[src/rtl/fill_pkg.sv]
// Shared types and constants for the cache-line word fill sequencer.
package fill_pkg;

    localparam int WORDS_DEFAULT = 8;

    typedef enum logic [1:0] {
        IDLE = 2'd0,
        FILL = 2'd1,
        DONE = 2'd2
    } state_t;

endpackage

[src/rtl/word_fill_sequencer_onehot_decode.sv]
// Index to one-hot decoder used for the data-array word write enables.
module onehot_decode #(
    parameter  int WORDS = 8,
    localparam int IDX_W = $clog2(WORDS)
) (
    input  logic [IDX_W-1:0] idx,
    output logic [WORDS-1:0] onehot
);

    assign onehot = WORDS'(1) << idx;

endmodule

[src/rtl/word_fill_sequencer.sv]
// Cache-line fill sequencer: steps word enables through one line per fill.
// Define FILL_WRAP_EN for critical-word-first fills starting at start_word.
module word_fill_sequencer
    import fill_pkg::*;
#(
    parameter  int WORDS = WORDS_DEFAULT,
    localparam int IDX_W = $clog2(WORDS)
) (
    input  logic             clk,
    input  logic             rst_n,
    input  logic             start,
    input  logic [IDX_W-1:0] start_word,
    input  logic             abort,
    input  logic             mem_valid,
    output logic             mem_ready,
    output logic [WORDS-1:0] word_enable,
    output logic [IDX_W-1:0] word_idx,
    output logic [WORDS-1:0] valid_mask,
    output logic             busy,
    output logic             done
);

    localparam logic [IDX_W-1:0] LAST = IDX_W'(WORDS - 1);

    state_t           state;
    state_t           state_next;
    logic [IDX_W-1:0] count;
    logic [IDX_W-1:0] first_idx;
    logic [WORDS-1:0] dec;
    logic             xfer;

`ifdef FILL_WRAP_EN
    assign first_idx = start_word;
`else
    logic unused_start_word;
    assign unused_start_word = ^start_word;
    assign first_idx = '0;
`endif

    assign mem_ready   = (state == FILL);
    assign busy        = (state != IDLE);
    assign done        = (state == DONE);
    assign xfer        = mem_valid && mem_ready && !abort;
    assign word_enable = xfer ? dec : '0;

    onehot_decode #(
        .WORDS (WORDS)
    ) u_decode (
        .idx    (word_idx),
        .onehot (dec)
    );

    always_ff @(posedge clk or negedge rst_n) begin
        if (!rst_n) begin
            state <= IDLE;
        end else begin
            state <= state_next;
        end
    end

    always_comb begin
        state_next = state;
        unique case (state)
            IDLE: if (start) state_next = FILL;
            FILL: begin
                if (abort) begin
                    state_next = IDLE;
                end else if (xfer && count == LAST) begin
                    state_next = DONE;
                end
            end
            DONE:    state_next = IDLE;
            default: state_next = IDLE;
        endcase
    end

    // Mask is only cleared by a new start or an abort, so it survives in IDLE.
    always_ff @(posedge clk or negedge rst_n) begin
        if (!rst_n) begin
            word_idx   <= '0;
            count      <= '0;
            valid_mask <= '0;
        end else if (state == IDLE && start) begin
            word_idx   <= first_idx;
            count      <= '0;
            valid_mask <= '0;
        end else if (state == FILL && abort) begin
            valid_mask <= '0;
        end else if (xfer) begin
            valid_mask[word_idx] <= 1'b1;
            word_idx             <= word_idx + 1'b1;
            count                <= count + 1'b1;
        end
    end

endmodule

[config.mk]
export PLATFORM = sky130hd
export DESIGN_NAME = word_fill_sequencer
export DESIGN_NICKNAME = d
export VERILOG_FILES = /design/src/rtl/fill_pkg.sv /design/src/rtl/word_fill_sequencer_onehot_decode.sv /design/src/rtl/word_fill_sequencer.sv
export SDC_FILE = /design/constraint.sdc
export NUM_CORES = 1
export LEC_CHECK = 0
export CORE_ASPECT_RATIO = 1.25
export CORE_UTILIZATION = 39
export DETAILED_ROUTE_END_ITERATION = 10
export HOLD_SLACK_MARGIN = 0.15
export PLACE_DENSITY = 0.74
export SETUP_SLACK_MARGIN = 0.15
export SYNTH_ARGS = -nofsm -noshare
export SYNTH_HDL_FRONTEND = slang
export SYNTH_SLANG_ARGS = --single-unit
[constraint.sdc]
create_clock -name clk -period 1.15 [get_ports clk]
set_input_delay 0.1725 -clock clk [delete_from_list [all_inputs] [get_ports clk]]
set_output_delay 0.1725 -clock clk [all_outputs]
set_load 0.02 [all_outputs]
==> summary.md, run 1 <==
| Metric | Value |
|---|---|
| Outcome | `finished with violations` |
| Failing checks | `design-rule violations, negative setup slack` |
| CTS sink cnt | `16` |
| FF+latch count, synth | `16` |
| Sequential share of power | `30.6%` |
| Routed wire length per instance | `19.1 um` |
| FMAX | `640 MHz` |
| Adder-Cell Fraction of Synth Area | `11.9%` |
| Rows | `18` |
| WHS | `201 ps` |
| Max IR drop VDD | `1.70 mV` |
| Mux cell area share after synthesis | `0%` |
| Core area | `2000 sq um` |
| Placer congestion estimate | `0.710` |
| Clock slew at reported path FFs | `100 ps` |
| Final wirelength | `3080 um` |
| Clock share of power | `15.3%` |
| I/O Buffers | `26` |
| Top Family by Delay on Critical Path | `flip-flops` |
| Comb pwr share | `54.1%` |
| Vias per inst | `5.58` |
| Share of cells above drive strength 1 | `73.8%` |
| Crit-path max cell delay | `470 ps` |
| Syn avg cell area | `10.5 sq um` |
| Worst path required time | `980 ps` |
| Vias in the first global route | `855` |
| Final instance area | `1730 sq um` |
| Fraction of registers with async set/reset | `100%` |
| Placed cell area | `1280 sq um` |
| Number of synthesized flops with an enable pin | `0` |
| Fill count | `104` |
| Pint | `1.49 mW` |
| Synth Flop Type | `dfrtp_1` |
| First-pass GRT wire length | `4080 um` |
| Worst Path Buf+Inv | `1` |
| Yosys top cell by area | `dfrtp_1` |
| GRT met2 Usage | `46.5%` |
| Hold buffers post-CTS | `0` |
| Synth Warn # | `0` |
| Post-Syn Area | `840 sq um` |
| Tot GR Track Use | `24.2%` |
| DIE AREA | `2340 sq um` |
| Measured slew at the worst slew-check pin | `285 ps` |
| Ports | `30` |
| Die W | `43.5 um` |
| P&R area growth vs syn | `106%` |
| Initial antenna violation count | `0` |
| Final #Nets | `158` |
| Hold Crit Class | `primary input to asynchronous set/reset pin` |
| CTS tree | `done` |
| Setup violators final | `29` |
| Antenna Nets Post-Route | `0` |
| Sequential-to-total area share from yosys stat | `47.7%` |
| Initial core utilization | `41.9%` |
| Worst setup margin | `-413 ps` |
| Number of CTS-inserted buffers | `3` |
| Largest family of logic cells by synthesized area | `simple AND/OR/NAND/NOR gates` |
| CTS max path bufs | `2` |
| XOR/XNOR share of the synthesized area | `0%` |
| CP cell instances | `ha_4 > ha_2 > and2_4 > buf_6` |
| Final global-route overflow total | `0` |
| Crit-path max FO | `5` |
| DR DRC count | `8` |
| Fin crit period | `1560 ps` |
| Final Cycle Share | `136%` |
| DP HPWL | `1410 um` |
| Unrepaired setup endpoints after global routing | `true` |
| Starting DRT DRC Count | `20` |
| Main area contributors after synthesis | `dfrtp_1 48%, ha_1 12%, a31oi_1 4.5%, and3_1 4.5%, nor2_1 4.5%` |
| Largest net degree at the start of global routing | `17` |
| Post-synth top area share | `47.7%` |
| Mapped Cells | `80` |
| Synth Area in Simple Gates | `22.1%` |
| Clk Latency, worst-skew pair | `290 ps` |
| GRT met1 Usage | `26.7%` |
| Pwr Density | `1420 nW/um^2` |
| Grt met3 use | `2.35%` |
| Max-slew headroom | `81.0%` |
| Die Y-Extent | `53.9 um` |
| # diodes | `0` |
| Leakage power | `0.773 nW` |
| Slew Viols, Final | `0` |
| Grt peak-use layer | `met2` |
| Psw | `0.959 mW` |
| Final Hold Viols | `0` |
| Crit path kind | `flop to output pin` |
| Sw frac | `39.1%` |
| DR pass1 iterations | `7` |
| Startpoint types | `flop` |
| Via count | `898` |
| Max-cap violations | `0` |
| Compound-Gate Fraction of Synth Area | `13.9%` |
| CTS H-tree depth | `1` |
| Clock Skews | `7.37 ps` |
| Syn Nets | `96` |
| Capturing element type of the critical path | `output pin` |
| Critical Path AT | `1390 ps` |
| Unique masters post-synth | `25` |
| Worst path slowest cell | `dfrtp_2` |
| Root buffer cell | `clkbuf_4` |
==> stage by stage <==
step | util [%] | std cells | setup slack (ps) | TNS [ps] | power, mW
final | 86.1 | 161 | -413 | -7230 | 2.45
after global routing | 86.1 | 161 | -451 | -8370 | 2.56
after CTS | 76.8 | 153 | -412 | -6770 | 2.07
after detailed placement | 63.8 | 137 | -872 | -13750 | 1.51
after global placement | 63.8 | 137 | -823 | -12800 | 1.48
after floorplan | - | 80 | -130 | -933 | 1.17
==> path summary, 6_finish.rpt <==
check	from	endpoint	slack (ps)	cells past startpoint
worst max register to register	state[1]	valid_mask[3]	-300	6
min in group clk	abort	state[0]	390	3
max in group asynchronous	rst_n	word_idx[0]	740	2
worst min register to register	valid_mask[5]	valid_mask[5]	580	2
worst min-delay path	rst_n	valid_mask[2]	200	2
worst max-delay path	word_idx[0]	word_enable[7]	-410	4
==> what timing repair did <==
item                       CTS  global route
buffers inserted            11             8
pin swaps                   19             9
gates resized for setup    149            20
cloned                       2             0
setup endpoints to repair   38            38
==> power by group through the flow <==
| stage | logic (mW) | clock network [mW] | registers, mW |
|---|---|---|---|
| 2_1_floorplan | 0.339 | 0 | 0.831 |
| 6_report | 1.33 | 0.376 | 0.750 |
| 5_1_grt | 1.40 | 0.400 | 0.762 |
| 3_3_place_gp | 0.732 | 0 | 0.750 |
| 4_1_cts | 0.942 | 0.378 | 0.748 |
| 3_5_place_dp | 0.753 | 0 | 0.755 |
==> cells in the mapped netlist, types with 2 or more instances <==
cell     count
dfrtp_1     16
nor2_1      10
ha_1         8
a31oi_1      6
and3_1       6
a21oi_1      4
and2_1       3
inv_1        3
nand2_1      3
nor2b_1      3
a22o_1       2
buf_6        2
o21ai_1      2
==> layer usage <==
| metal | vias up | wire [um] | part of all wire [%] |
|---|---|---|---|
| li1 | 410 | - | - |
| met1 | 444 | 1230 | 40 |
| met2 | 34 | 1650 | 54 |
| met3 | 10 | 87 | 2.8 |
| met4 | 0 | 108 | 3.5 |
| met5 | - | 0 | 0 |
==> logic make-up after synthesis <==
kind of cell,Yosys count
and+or+nand+nor,32
adders and majority gates,8
AOI/OAI and AO/OA,18
DFF,16
buffers and inverters,6
==> flip-flops by register name, summed over array words and instances (netlist names) <==
signal      count
count           3
state           2
valid_mask      8
word_idx        3
==> cell type report <==
cell class	instances	area (sq um)	share of cell area, %
flip-flops and latches	16	404	23.4
inverters	4	15.0	0.870
well taps	20	25.0	1.45
repair buffers	58	566	32.8
clock buffers	4	36.3	2.10
multi-input cells	59	679	39.4
==> placed cells by master, fill, tap and decap left out, drive strengths merged <==
master         count
a21oi              5
a22o               2
a31oi              6
a41oi              1
and2               3
and2b              1
and3               6
and4bb             2
buf               54
clkbuf             4
clkdlybuf4s50      3
dfrtp             16
dlygate4sd2        1
ha                 8
inv                4
nand2              3
nand2b             1
nand3b             1
nand4              1
nand4bb            1
nor2              10
nor2b              3
o21a               1
o21ai              2
o22ai              1
or2                1
Power figures use the tool's default switching activity.
==> run 2, diff against run 1 <==
- TNS_END_PERCENT: not set -> 5
==> summary.md, run 2 (synthesis results as in run 1) <==
| Metric | Value |
|---|---|
| Failing checks | `design-rule violations, negative setup slack` |
| Slew Viols, Final | `0` |
| Comb pwr share | `43.6%` |
| Via count | `789` |
| Die Y-Extent | `53.9 um` |
| Outcome | `finished with violations` |
| FMAX | `657 MHz` |
| Worst path required time | `980 ps` |
| First-pass GRT wire length | `3240 um` |
| Clock slew at reported path FFs | `100 ps` |
| Die W | `43.5 um` |
| Placed cell area | `1240 sq um` |
| Pwr Density | `1420 nW/um^2` |
| Pint | `1.30 mW` |
| Crit path kind | `flop to output pin` |
| Hold Crit Class | `primary input to asynchronous set/reset pin` |
| Largest net degree at the start of global routing | `17` |
| # diodes | `0` |
| Clk Latency, worst-skew pair | `290 ps` |
| Sw frac | `34.7%` |
| Most common cell after layout, fill and taps aside | `buf_6` |
| DP Worst Slack | `-836 ps` |
| Core area | `2000 sq um` |
| CP cell instances | `and4bb_2 > and3_4 > buf_6` |
| Final #Nets | `143` |
| Measured slew at the worst slew-check pin | `227 ps` |
| DP HPWL | `1460 um` |
| Vias in the first global route | `688` |
| Routed wire length per instance | `14.2 um` |
| Initial core utilization | `41.9%` |
| Starting DRT DRC Count | `19` |
| Final global-route overflow total | `0` |
| Util after Layout | `70.0%` |
| Unrepaired setup endpoints after global routing | `true` |
| Antenna Nets Post-Route | `0` |
| Share of cells above drive strength 1 | `53.2%` |
| Tot GR Track Use | `19.5%` |
| Final wirelength | `2080 um` |
| CTS sink cnt | `16` |
| Placer congestion estimate | `0.708` |
| Initial antenna violation count | `0` |
| Max IR drop VDD | `0.979 mV` |
| CTS H-tree depth | `1` |
| Setup violators final | `29` |
| Fin crit period | `1520 ps` |
| Largest register FFs | `8` |
| Reg with most FFs | `valid_mask` |
| Rows | `18` |
| Ports | `30` |
| P&R area growth vs syn | `67.2%` |
| Sequential share of power | `37.6%` |
| DR DRC count | `2` |
| Total Power | `1.99 mW` |
| Worst Path Buf+Inv | `1` |
| Hold buffers post-CTS | `0` |
| I/O Buffers | `26` |
| Max-cap violations | `0` |
| DIE AREA | `2340 sq um` |
| Clock Skews | `13.8 ps` |
| Worst path slowest cell | `dfrtp_1` |
| Root buffer cell | `clkbuf_4` |
| Critical Path AT | `1350 ps` |
| Final Cycle Share | `132%` |
| Top flop regs | `valid_mask x8, count x3, word_idx x3` |
| CTS tree | `done` |
| Vias per inst | `5.40` |
| Most frequent cells in the layout | `23 x buf_6, 14 x dfrtp_1, 14 x buf_4, 10 x nor2_1` |
| Crit-path max FO | `4` |
| Number of CTS-inserted buffers | `3` |
| DR pass1 iterations | `7` |
| Capturing element type of the critical path | `output pin` |
| Worst setup margin | `-372 ps` |
| Top Family by Delay on Critical Path | `simple AND/OR/NAND/NOR gates` |
| Leakage power | `0.663 nW` |
| Psw | `0.689 mW` |
| CTS max path bufs | `2` |
| Clock share of power | `18.8%` |
| Final Hold Viols | `0` |
| Startpoint types | `flop` |
| Final instance area | `1400 sq um` |
| Max-slew headroom | `84.6%` |
| Crit-path max cell delay | `410 ps` |
run 2: changes by cell type in the layout (fill, tap and decap cells not counted), moves of 3 or more:
cell     delta
ha_2        +3
ha_4        -3
nor2_2      -3
nor2_1      +5
a31oi_4     -6
buf_4      -11
a31oi_1     +6
run 2: power by group through the flow:
stage                     clock network, mW  registers (mW)  logic [mW]
after floorplan                           0           0.811       0.314
after CTS                             0.384           0.743       0.846
after detailed placement                  0           0.733       0.750
final                                 0.373           0.749       0.867
after global routing                  0.409           0.757       0.954
after global placement                    0           0.731       0.716
run 2: what timing repair did:
action | CTS | global route
setup buffers | 3 | 0
endpoints found under the setup margin | 38 | 38
cloned | 1 | 0
gates resized for setup | 138 | 9
pin swaps | 17 | 5
run 2: layout make-up:
cell class                      count  area (sq um)
Timing Repair Buffer               43           423
Clock buffer                        4          36.3
Fill cell                         173           601
Tap cell                           20          25.0
Inverter                            4          15.0
Sequential cell                    16           403
Multi-Input combinational cell     59           502
run 2: worst reg2reg max path: cells and delay by family (launching register included):
kind | cells | cell delay [ps]
buffers and inverters | 2 | 260
AO/OA/AOI/OAI | 1 | 260
flip-flops | 1 | 420
AND/OR/NAND/NOR | 2 | 360
run 2: worst paths after layout:
check                      startpoint        endpoint  slack (ps)  depth (start not counted)
setup / recovery             state[1]  word_enable[0]        -370                          3
hold / removal                  rst_n   valid_mask[2]         190                          2
setup reg to reg             state[0]   valid_mask[7]        -280                          5
hold reg to reg              count[0]        count[0]         490                          1
max in group asynchronous       rst_n     word_idx[0]         740                          2
min in group clk                abort        state[0]         360                          3
run 2: routing by layer:
metal	up-vias	global-route usage, %	share of wire [%]
li1	382	-	-
met1	371	22.5	41
met2	30	34.8	52
met3	6	3.36	5.0
met4	0	9.38	2.1
met5	-	0	0
run 2: stage by stage:
stage,hold WS (ps),TNS [ps],std cells
6_report,189,-5390,146
5_1_grt,205,-7160,146
4_1_cts,191,-5600,146
3_5_place_dp,470,-13570,138
3_3_place_gp,465,-12800,138
2_1_floorplan,-123,-1090,80
